--- src/rtl/rc4_prga_decrypt.sv ---
// RC4 pseudo-random generation stage: walks the permuted S array held in the
// shared S RAM, XORs the keystream with the ciphertext ROM and writes plaintext
// into the message RAM, flagging whether every written byte looks like text.
module rc4_prga_decrypt #(
    parameter int unsigned MSG_LEN          = 32,
    parameter int unsigned MSG_AW           = 5,
    parameter int unsigned ABORT_ON_INVALID = 1
) (
    input  logic              clk,
    input  logic              reset,
    input  logic              start,
    output logic              done,
    output logic              key_valid,
    output logic [7:0]        s_mem_addr,
    output logic [7:0]        s_mem_data_in,
    input  logic [7:0]        s_mem_data_out,
    output logic              s_mem_write,
    output logic [MSG_AW-1:0] rom_addr,
    input  logic [7:0]        rom_data,
    output logic [MSG_AW-1:0] ram_addr,
    output logic [7:0]        ram_data,
    output logic              ram_wren
);

    localparam logic [MSG_AW-1:0] K_LAST = MSG_AW'(MSG_LEN - 1);

    typedef enum logic [3:0] {
        IDLE, RD_I, RD_I_W, RD_J, RD_J_W, WR_I, WR_J,
        RD_F, RD_F_W, WR_OUT, NEXT, DONE
    } state_e;

    state_e            state_q, state_d;
    logic [7:0]        i_q, i_d, j_q, j_d;
    logic [7:0]        si_q, si_d, sj_q, sj_d;
    logic [7:0]        f_q, f_d, enc_q, enc_d;
    logic [MSG_AW-1:0] k_q, k_d;
    logic              kv_q, kv_d;

    logic [7:0]        s_addr_q, s_addr_d, s_din_q, s_din_d;
    logic              s_we_q, s_we_d;
    logic [MSG_AW-1:0] rom_addr_q, rom_addr_d, ram_addr_q, ram_addr_d;
    logic [7:0]        ram_data_q, ram_data_d;
    logic              ram_we_q, ram_we_d, done_q, done_d;

    // Lower-case letters and space are the only bytes accepted as plausible text.
    function automatic logic is_text(input logic [7:0] b);
        return ((b >= 8'h61) && (b <= 8'h7A)) || (b == 8'h20);
    endfunction

    // Next-state and datapath: one swap-and-emit pass per message byte.
    always_comb begin
        state_d = state_q;
        i_d     = i_q;
        j_d     = j_q;
        k_d     = k_q;
        si_d    = si_q;
        sj_d    = sj_q;
        f_d     = f_q;
        enc_d   = enc_q;
        kv_d    = kv_q;
        case (state_q)
            IDLE: begin
                if (start) begin
                    state_d = RD_I;
                    i_d     = 8'd1;
                    j_d     = 8'd0;
                    k_d     = '0;
                    kv_d    = 1'b1;
                end
            end
            RD_I:   state_d = RD_I_W;
            RD_I_W: begin
                si_d    = s_mem_data_out;
                j_d     = j_q + s_mem_data_out;
                state_d = RD_J;
            end
            RD_J:   state_d = RD_J_W;
            RD_J_W: begin
                sj_d    = s_mem_data_out;
                state_d = WR_I;
            end
            WR_I:   state_d = WR_J;
            WR_J:   state_d = RD_F;
            RD_F:   state_d = RD_F_W;
            RD_F_W: begin
                f_d     = s_mem_data_out;
                enc_d   = rom_data;
                state_d = WR_OUT;
            end
            WR_OUT: begin
                if (!is_text(f_q ^ enc_q)) begin
                    kv_d = 1'b0;
                end
                state_d = NEXT;
            end
            NEXT: begin
                if (((ABORT_ON_INVALID != 0) && !kv_q) || (k_q == K_LAST)) begin
                    state_d = DONE;
                end else begin
                    k_d     = k_q + MSG_AW'(1);
                    i_d     = i_q + 8'd1;
                    state_d = RD_I;
                end
            end
            DONE: begin
                if (!start) begin
                    state_d = IDLE;
                end
            end
            default: state_d = IDLE;
        endcase
    end

    // Output decode from the upcoming state so that every port is a flop.
    always_comb begin
        s_addr_d   = 8'd0;
        s_din_d    = 8'd0;
        s_we_d     = 1'b0;
        rom_addr_d = '0;
        ram_addr_d = '0;
        ram_data_d = 8'd0;
        ram_we_d   = 1'b0;
        done_d     = 1'b0;
        case (state_d)
            RD_I, RD_I_W: s_addr_d = i_d;
            RD_J, RD_J_W: s_addr_d = j_d;
            WR_I: begin
                s_addr_d = i_d;
                s_din_d  = sj_d;
                s_we_d   = 1'b1;
            end
            WR_J: begin
                s_addr_d = j_d;
                s_din_d  = si_d;
                s_we_d   = 1'b1;
            end
            RD_F, RD_F_W: begin
                s_addr_d   = si_d + sj_d;
                rom_addr_d = k_d;
            end
            WR_OUT: begin
                ram_addr_d = k_d;
                ram_data_d = f_d ^ enc_d;
                ram_we_d   = 1'b1;
            end
            DONE:    done_d = 1'b1;
            default: ;
        endcase
    end

    // State, datapath and output registers.
    always_ff @(posedge clk or posedge reset) begin
        if (reset) begin
            state_q    <= IDLE;
            i_q        <= 8'd0;
            j_q        <= 8'd0;
            k_q        <= '0;
            si_q       <= 8'd0;
            sj_q       <= 8'd0;
            f_q        <= 8'd0;
            enc_q      <= 8'd0;
            kv_q       <= 1'b0;
            s_addr_q   <= 8'd0;
            s_din_q    <= 8'd0;
            s_we_q     <= 1'b0;
            rom_addr_q <= '0;
            ram_addr_q <= '0;
            ram_data_q <= 8'd0;
            ram_we_q   <= 1'b0;
            done_q     <= 1'b0;
        end else begin
            state_q    <= state_d;
            i_q        <= i_d;
            j_q        <= j_d;
            k_q        <= k_d;
            si_q       <= si_d;
            sj_q       <= sj_d;
            f_q        <= f_d;
            enc_q      <= enc_d;
            kv_q       <= kv_d;
            s_addr_q   <= s_addr_d;
            s_din_q    <= s_din_d;
            s_we_q     <= s_we_d;
            rom_addr_q <= rom_addr_d;
            ram_addr_q <= ram_addr_d;
            ram_data_q <= ram_data_d;
            ram_we_q   <= ram_we_d;
            done_q     <= done_d;
        end
    end

    assign done          = done_q;
    assign key_valid     = kv_q;
    assign s_mem_addr    = s_addr_q;
    assign s_mem_data_in = s_din_q;
    assign s_mem_write   = s_we_q;
    assign rom_addr      = rom_addr_q;
    assign ram_addr      = ram_addr_q;
    assign ram_data      = ram_data_q;
    assign ram_wren      = ram_we_q;

endmodule

--- config.mk ---
export PLATFORM = sky130hd
export DESIGN_NAME = rc4_prga_decrypt
export DESIGN_NICKNAME = d
export VERILOG_FILES = /design/src/rtl/rc4_prga_decrypt.sv
export SDC_FILE = /design/constraint.sdc
export NUM_CORES = 1
export LEC_CHECK = 0
export CAP_MARGIN = 20
export CORE_AREA = 2 2 86 104
export CTS_CLUSTER_SIZE = 30
export DETAILED_ROUTE_END_ITERATION = 8
export DIE_AREA = 0 0 88 106
export MAX_ROUTING_LAYER = met4
export PLACE_DENSITY_LB_ADDON = 0.12
export SETUP_SLACK_MARGIN = 0.5
export SLEW_MARGIN = 20
export SYNTH_ARGS = -nofsm -noshare
export SYNTH_HDL_FRONTEND = slang
export SYNTH_SLANG_ARGS = --single-unit
--- constraint.sdc ---
create_clock -name clk -period 7.8 [get_ports clk]
set_input_delay 2.34 -clock clk [delete_from_list [all_inputs] [get_ports clk]]
set_output_delay 2.34 -clock clk [all_outputs]
set_load 0.01 [all_outputs]
# [After elaboration in Yosys (flattened, before gate mapping)]
# Index checks and enable logic that the tools add are counted.
[op_classes] n_addsub=4 n_lt_le_gt_ge=2 n_eq_ne=25 mux=27 bitwise=2 reduce_logical=11
[op_table] op="$mux W8" count=8
[op_table] op="$pmux W4 S12" count=1
[op_table] op="$pmux W8 S2" count=3
[op_table] op="$eq A4 B3 Y1 const B" count=8
[op_table] op="$eq A4 B4 Y1 const B" count=7
[op_table] op="$pmux W8 S3" count=1
[op_table] op="$mux W5" count=4
[op_table] op="$add A8 B8 Y8" count=2
[op_table] op="$eq A4 B2 Y1 const B" count=4
[op_table] op="$xor A8 B8 Y8" count=2
[op_table] op="$mux W4" count=3
[op_table] op="$pmux W5 S2" count=1
[op_table] op="$add A8 B1 Y8 const B" count=1
[op_table] op="$eq A4 B1 Y1 const B" count=2
[op_table] op="$eq A8 B6 Y1 const B" count=1
[op_table] op="$ge A8 B7 Y1 const B" count=1
[op_table] op="$le A8 B7 Y1 const B" count=1
[op_table] op="$reduce_or A3 Y1" count=2
[op_table] op="$add A5 B1 Y5 const B" count=1
[op_table] op="$eq A5 B5 Y1 const B" count=1
[op_table] op="$mux W1" count=5
[op_table] op="$logic_not A4 Y1" count=1
[op_table] op="$ne A2 B2 Y1 const B" count=2
[op_table] op="$reduce_or A2 Y1" count=2
[op_table] op="other kinds (6)" count=7
[word_totals] ff_bits=95 output_inout_bits=38

# [Logic depth before layout (Yosys ltp)]
# Gate-level depths: netlist (run 1).
[logic_depth] word_depth=7 depth_mapped=15 mapped_depth_nobuf=12

# [Least setup slack after synthesis (run 1)]
# Ideal clock, no wire load.
[synth_timing] path_type="input-to-reg" startpoint="in s_mem_data_out[0]" endpoint="reg s_addr_q[6] (netlist: s_mem_addr[6])" setup_ns=0.137 arrival_ns=3.954 required_time_ns=7.663 setup_slack_ns=3.708 stages=9 path_buffers=0 path_cell_list="mux2_2 -> ha_1 -> fa_1 -> a211oi_1 -> o21bai_1 -> a21oi_1 -> xnor2_1 -> nand2_1 -> o221ai_1"
[synth_between] elab_chain_cells=3 word_cells_on_any_way=6 classes_between="add/sub: 2; mux: 4"
[synth_rtl] item="start: declaration" line_no="16" rtl="input logic [7:0] s_mem_data_out,"
[synth_rtl] item="$add A8 B8 Y8 or $mux W8 (tied branches)" line_no="74, 61"
[synth_rtl] item="$pmux W8 S2 or $add A8 B8 Y8 (tied branches)" line_no="61, 138"
[synth_rtl] item="$pmux W8 S3 *" line_no="124" rtl="case (state_d)"
[synth_rtl] item="named net s_addr_d[6]" line_no="39" rtl="logic [7:0] s_addr_q, s_addr_d, s_din_q, s_din_d;"
[synth_rtl] item="end signal: assignment" line_no="181" rtl="s_addr_q <= s_addr_d;"
[synth_rtl] item="end: declaration" line_no="39"
# The timed path passes the listed nets; every way through them passes the cells marked *.
# A chain may end at the register's enable or synchronous reset.

# [Worst setup path after layout (run 1)]
[layout_timing] startpoint="in s_mem_data_out[0]" endpoint="reg s_addr_q[6] (netlist: s_mem_addr[6])"
[layout_between] elab_chain_cells=3 word_cells_on_any_way=6 classes_between="add/sub: 2; mux: 4"
[layout_rtl] item="$mux W8" line_no="61" rtl="case (state_q)"
[layout_rtl] item="named net sj_d[0]" line_no="34" rtl="logic [7:0] si_q, si_d, sj_q, sj_d;"
[layout_rtl] item="$add A8 B8 Y8" line_no="138" rtl="s_addr_d = si_d + sj_d;"
[layout_rtl] item="$pmux W8 S3" line_no="124"
[layout_rtl] item="named net s_addr_d[6]" line_no="39"
# The timed path passes the listed nets, and every way through them passes these cells.

==> results of run 1 <==
worst paths after layout:
path / start / end / slack [ns] / cells past startpoint
min in group asynchronous: reset / enc_q[2] / 2.36 / 2
min reg2reg: f_q[4] / f_q[4] / 0.50 / 2
max reg2reg: state_q[0] / s_mem_addr[6] / 3.95 / 10
max in group asynchronous: reset / i_q[5] / 4.26 / 3
max: s_mem_data_out[0] / s_mem_addr[6] / 3.27 / 10
min: f_q[4] / f_q[4] / 0.50 / 2
routing by layer:
metal | track usage | share of wire | up-vias
met5 | - | 0 | -
met4 | 0.0989 | 0.026 | 0
met3 | 0.0443 | 0.039 | 21
met2 | 0.375 | 0.49 | 88
met1 | 0.326 | 0.45 | 1680
li1 | - | - | 1691
cell usage after synthesis, types with 4 or more instances:
| library cell | instances | area, µm² |
|---|---|---|
| and2_1 | 5 | 31.3 |
| a221o_1 | 5 | 50.1 |
| xor2_1 | 12 | 105 |
| nand2_1 | 96 | 360 |
| inv_1 | 12 | 45.0 |
| nor2_1 | 40 | 150 |
| clkbuf_1 | 12 | 45.0 |
| dfrtp_1 | 95 | 2380 |
| mux2i_1 | 9 | 90.1 |
| ha_1 | 17 | 213 |
| xnor2_1 | 18 | 158 |
| or3_1 | 5 | 31.3 |
| a21o_1 | 8 | 60.1 |
| nand4_1 | 5 | 31.3 |
| nor3_1 | 8 | 40.0 |
| a21oi_1 | 15 | 75.1 |
| o21ai_0 | 21 | 105 |
| a211oi_1 | 6 | 45.0 |
| mux2_2 | 8 | 90.1 |
| o21ai_1 | 6 | 30.0 |
| o21a_1 | 4 | 30.0 |
| buf_2 | 6 | 30.0 |
stage by stage:
stage / power [mW] / hold slack, ns
6_report: 2.23 / 0.503
5_1_grt: 2.42 / 0.522
4_1_cts: 2.24 / 0.506
3_5_place_dp: 1.88 / 0.485
3_3_place_gp: 1.85 / 0.480
2_1_floorplan: 1.58 / 0.465
where the power goes:
part	total (mW)	leakage [nW]	switching [mW]	internal (mW)
combinational	1.06	1.25	0.575	0.486
sequential	0.810	1.22	0.151	0.659
clock	0.357	0.110	0.168	0.189
registers in the layout (all words and copies together), names as in the netlist, 4 cells and up:
| register | cells |
|---|---|
| enc_q | 8 |
| i_q | 8 |
| ram_data | 8 |
| f_q | 8 |
| s_mem_data_in | 8 |
| rom_addr | 5 |
| k_q | 5 |
| state_q | 4 |
| ram_addr | 5 |
| sj_q | 8 |
| si_q | 8 |
| s_mem_addr | 8 |
| j_q | 8 |
worst min-delay path, delay by kind of cell (launching register included):
family / cells / cell delay (ns)
DFF: 1 / 0.36
and+or+nand+nor: 2 / 0.11
cell type report:
type	count	area, µm²	share of cell area
sequential	95	2380	0.433
clock inverter	5	81.3	0.0148
tap	117	146	0.0267
inverter	13	50.0	0.00913
timing repair buffer	59	583	0.106
multi-input combinational	336	2100	0.384
clock buffer	11	141	0.0258
kinds of logic after synthesis:
group                    count (synthesis)
flip-flops                              95
multiplexers                            17
XOR/XNOR                                30
buffers and inverters                   36
adder cells (fa/ha/maj)                 19
AND/OR/NAND/NOR                        184
AO/OA/AOI/OAI                           86
==> impl_metrics.yaml, run 1 <==
logic_synthesis:
  synthesis.area_um2: 4640
  synth-seq-cells: 95
  synth_compound_area_frac: 0.123
  synthMuxAreaShare: 0.0388
  syn_avg_cell_area_um2: 9.93
  synthArstFlopShare: 1.00
  ys_dominant_reg_cell: "dfrtp_1"
  synth_top_family_by_area: "simple AND/OR/NAND/NOR gates"
  synth_fa_ha_area_frac: 0.0545
  yosysWarnings: 0
  synthXorXnorAreaFrac: 0.0566
  yosysUniqueCellTypes: 56
  yosys.area_share.simple: 0.181
  synth_edf_count: 0
  synthCells: 467
  seq_area_frac_synth: 0.512
  syn-num-nets: 505
placed_design:
  dp.cells: 620
  hpwl_um: 7420
  pre_cts_slack_ns: 2.91
  io_buffers: 56
  globalplace.congestion: 0.837
  place_area_um2: 5260
clock_network:
  postCtsHoldBufs: 0
  path_clk_slew_ns: 0.08
  htree_levels: 3
  cts.repair_timing.setup_buffer_count: 0
  cts_made_buffers: 9
  root_buffer: "clkbuf_8"
  clk_latency_ns: 0.36
  cts.sinks: 95
  clockBufferDepth: 2
  cts_tree: "yes"
  cts_resized: 0
grt:
  grt_first_pass_wirelength_um: 16800
  overflow: 0
  grt_max_degree: 60
  antenna_found_initial: 0
  grt_pass1_vias: 3373
  track_usage: 0.246
worst_setup_path:
  worst-path-max-fanout: 6
  crit_required_ns: 8.07
  path_buf_inv: 1
  worst_ep_arrival_time_ns: 4.80
  slowest_stage: "clkdlybuf4s50_1"
  crit_family: "compound AO/OA/AOI/OAI gates"
  worst_setup_path_start_kind: "input port"
  crit_type: "input port to register"
  max_stage_delay_ns: 0.53
  endpoint_kind: "register"
  cp_cell_sequence: "clkdlybuf4s50_1 -> mux2_2 -> ha_1 -> fa_1 -> a211oi_1 -> o21bai_1 -> a21oi_1 -> xnor2_1 -> nand2_1 -> o221ai_1"
floorplan:
  fp.coreArea_um2: 8380
  dieArea_um2: 9330
  rows: 37
  initial_core_util: 0.554
  fp.dieW_um: 88
  ios: 57
  die_h_um: 106
sta:
  rsz0062_at_grt: "no"
  finalCritPeriodShare: 0.581
  final-max-slew-violation-count: 0
  hold_viol: 0
  relSlewSlack: 0.252
  timing.final.crit_period_ns: 4.53
  skew_ns: 0.0123
  setup_viol: 0
  fin_setup_tns_ns: 0
  clock.fmax_mhz: 221
  worst_pin_slew_ns: 1.12
  fin_ws_ns: 3.27
layout:
  fill_cells: 651
  final_cell_mix: "nand2_1 (96), dfrtp_1 (95), clkdlybuf4s50_1 (56)"
  final-instance-count-excl-fill: 636
  postLayoutCoreUtil: 0.654
  area_growth_pct: 18.2
  final_layout_size_suffix_gt1_frac: 0.0636
  insertedDiodeCount: 0
  finish.instance_area_um2: 5480
  layout_commonest_cell: "nand2_1"
  nets: 552
detailed_routing:
  dr.pass1.iters: 4
  drc: 0
  viasPerCell: 5.47
  wl_per_cell_um: 16.3
  wl_um: 10400
  vias: 3480
  ant_nets: 0
  initialDrtViolationCount: 197
job:
  drv_cap: 0
power:
  powerDensity_nw_per_um2: 406
  p_leak_nw: 2.58
  ir_drop_mv: 0.280
status:
  status: "finished clean"
hold_path:
  hold_path_class: "register to register"
No activity file was read; power rests on OpenSTA's default activity.
==> run 2: changes to the inputs <==
CORE_AREA = 2 2 87 105   (was 2 2 86 104)
DIE_AREA = 0 0 89 107   (was 0 0 88 106)
clock period = 4.6 ns   (was 7.8 ns; I/O delays follow)
==> impl_metrics.yaml, run 2 (synthesis gave the netlist of run 1 again) <==
power:
  ir_drop_mv: 0.465
  combPwrFrac: 0.493
  swShare: 0.404
  p_leak_nw: 2.60
  clkPwrFrac: 0.169
  p_int_mw: 2.33
  net-switching-power_mw: 1.58
  sequentialPowerShare: 0.338
  powerDensity_nw_per_um2: 707
worst_setup_path:
  worst-path-max-fanout: 18
  crit_required_ns: 4.88
  worst_ep_arrival_time_ns: 3.99
  timing.rr.end: "s_mem_addr[6]"
  endpoint_kind: "register"
  crit_type: "register to register"
  max_stage_delay_ns: 0.83
  path_common_cell: "nand2_1"
  rr_startpoint: "state_q[1]"
  cp_cell_sequence: "inv_2 -> or4_1 -> nand2_1 -> nand2_1 -> ha_1 -> fa_1 -> a211oi_1 -> o21bai_1 -> a21oi_1 -> xnor2_1 -> nand2_1 -> o221ai_1"
  worst-r2r-cell-count: 12
  reg2reg_slack_ns: 0.89
  slowest_stage: "or4_1"
  worst_setup_path_start_kind: "register"
sta:
  finalCritPeriodShare: 0.807
  worst_pin_slew_ns: 0.837
  hold_viol: 0
  setup_viol: 0
  fin_setup_tns_ns: 0
  rsz0062_at_grt: "no"
  relSlewSlack: 0.439
  whs_ns: 0.506
  skew_ns: 0.00835
  timing.final.crit_period_ns: 3.71
  final-max-slew-violation-count: 0
  clock.fmax_mhz: 269
floorplan:
  fp.dieW_um: 89
  ios: 57
  dieArea_um2: 9520
  fp.coreArea_um2: 8520
  rows: 37
  die_h_um: 107
  initial_core_util: 0.545
hold_path:
  min_to: "f_q[6]"
  hold_path_depth: 2
  min-delay-start: "f_q[6]"
  hold_path_class: "register to register"
status:
  status: "finished clean"
layout:
  fill_cells: 727
  area_growth_pct: 19.3
  final_cell_mix: "nand2_1 (96), dfrtp_1 (95), clkdlybuf4s50_1 (56)"
  nets: 554
  final_layout_size_suffix_gt1_frac: 0.0672
  insertedDiodeCount: 0
  layout_commonest_cell: "nand2_1"
detailed_routing:
  wl_um: 10800
  viasPerCell: 5.60
  wl_per_cell_um: 16.9
  drc: 0
  dr.pass1.iters: 4
  vias: 3572
  initialDrtViolationCount: 233
  ant_nets: 0
clock_network:
  postCtsHoldBufs: 0
  cts.sinks: 95
  clk_latency_ns: 0.37
  clockBufferDepth: 2
  root_buffer: "clkbuf_8"
  cts_tree: "yes"
  htree_levels: 3
  cts_made_buffers: 9
  path_clk_slew_ns: 0.09
  cts_resized: 0
  cts.repair_timing.setup_buffer_count: 0
grt:
  grt_max_degree: 51
  grt_pass1_vias: 3421
  overflow: 0
  track_usage: 0.249
  grt_first_pass_wirelength_um: 17400
  antenna_found_initial: 0
job:
  drv_cap: 0
placed_design:
  globalplace.congestion: 0.964
  io_buffers: 56
  hpwl_um: 7620
[run 2: changes by cell type in the layout (fill, tap and decap cells not counted), sizes merged]
cell      before  now
buf            3    5
bufinv         2    3
clkinv         3    1
clkinvlp       1    2
[run 2: metal layers]
layer	track usage	up-vias	routed length, µm
met4	0.0949	0	240
met5	-	-	0
met2	0.372	92	5260
met1	0.340	1759	4900
met3	0.0423	20	351
li1	-	1701	-
[run 2: worst max-delay path by stage]
stage | from | end | slack, ns | cells past startpoint
final | state_q[1] | s_mem_addr[6] | 0.89 | 12
after CTS | state_q[1] | s_mem_addr[6] | 0.91 | 12
after floorplan | reset | done | 0.74 | 1
after detailed placement | s_mem_data_out[0] | s_mem_addr[6] | 0.61 | 10
after global routing | state_q[1] | s_mem_addr[6] | 0.65 | 12
after global placement | s_mem_data_out[1] | s_mem_addr[7] | 0.74 | 9
[run 2: area by class of cell]
class,count,area [µm²],area share
sequential,95,2380,0.429
clock inverter,5,105,0.0190
tap,117,146,0.0264
multi-input combinational,336,2100,0.380
clock buffer,11,141,0.0255
timing repair buffer,61,611,0.110
inverter,13,50.0,0.00904
[run 2: stage by stage]
step           cells  area [µm²]   util  power (mW)  worst slack [ns]
3_5_place_dp     622        5290  0.621        3.24             0.608
2_1_floorplan    467        4640      -        2.68             0.743
4_1_cts          638        5540  0.650        3.91             0.911
6_report         638        5540  0.650        3.92             0.888
3_3_place_gp     622        5290  0.621        3.18             0.741
5_1_grt          638        5540  0.650        4.19             0.654
[run 2: worst max-delay path: cells and delay by family (launching register included)]
family                     cells  cell delay (ns)
and+or+nand+nor                4             1.16
AOI/OAI and AO/OA              4             0.77
DFF                            1             0.73
adders and majority gates      2             0.66
xor gates and xnor gates       1             0.16
buffers and inverters          1             0.13
[run 2: power by group through the flow]
stage,clock [mW],sequential (mW),combinational (mW)
2_1_floorplan,0,1.29,1.39
3_3_place_gp,0,1.32,1.85
3_5_place_dp,0,1.34,1.91
4_1_cts,0.670,1.32,1.92
5_1_grt,0.708,1.35,2.13
6_report,0.662,1.32,1.93
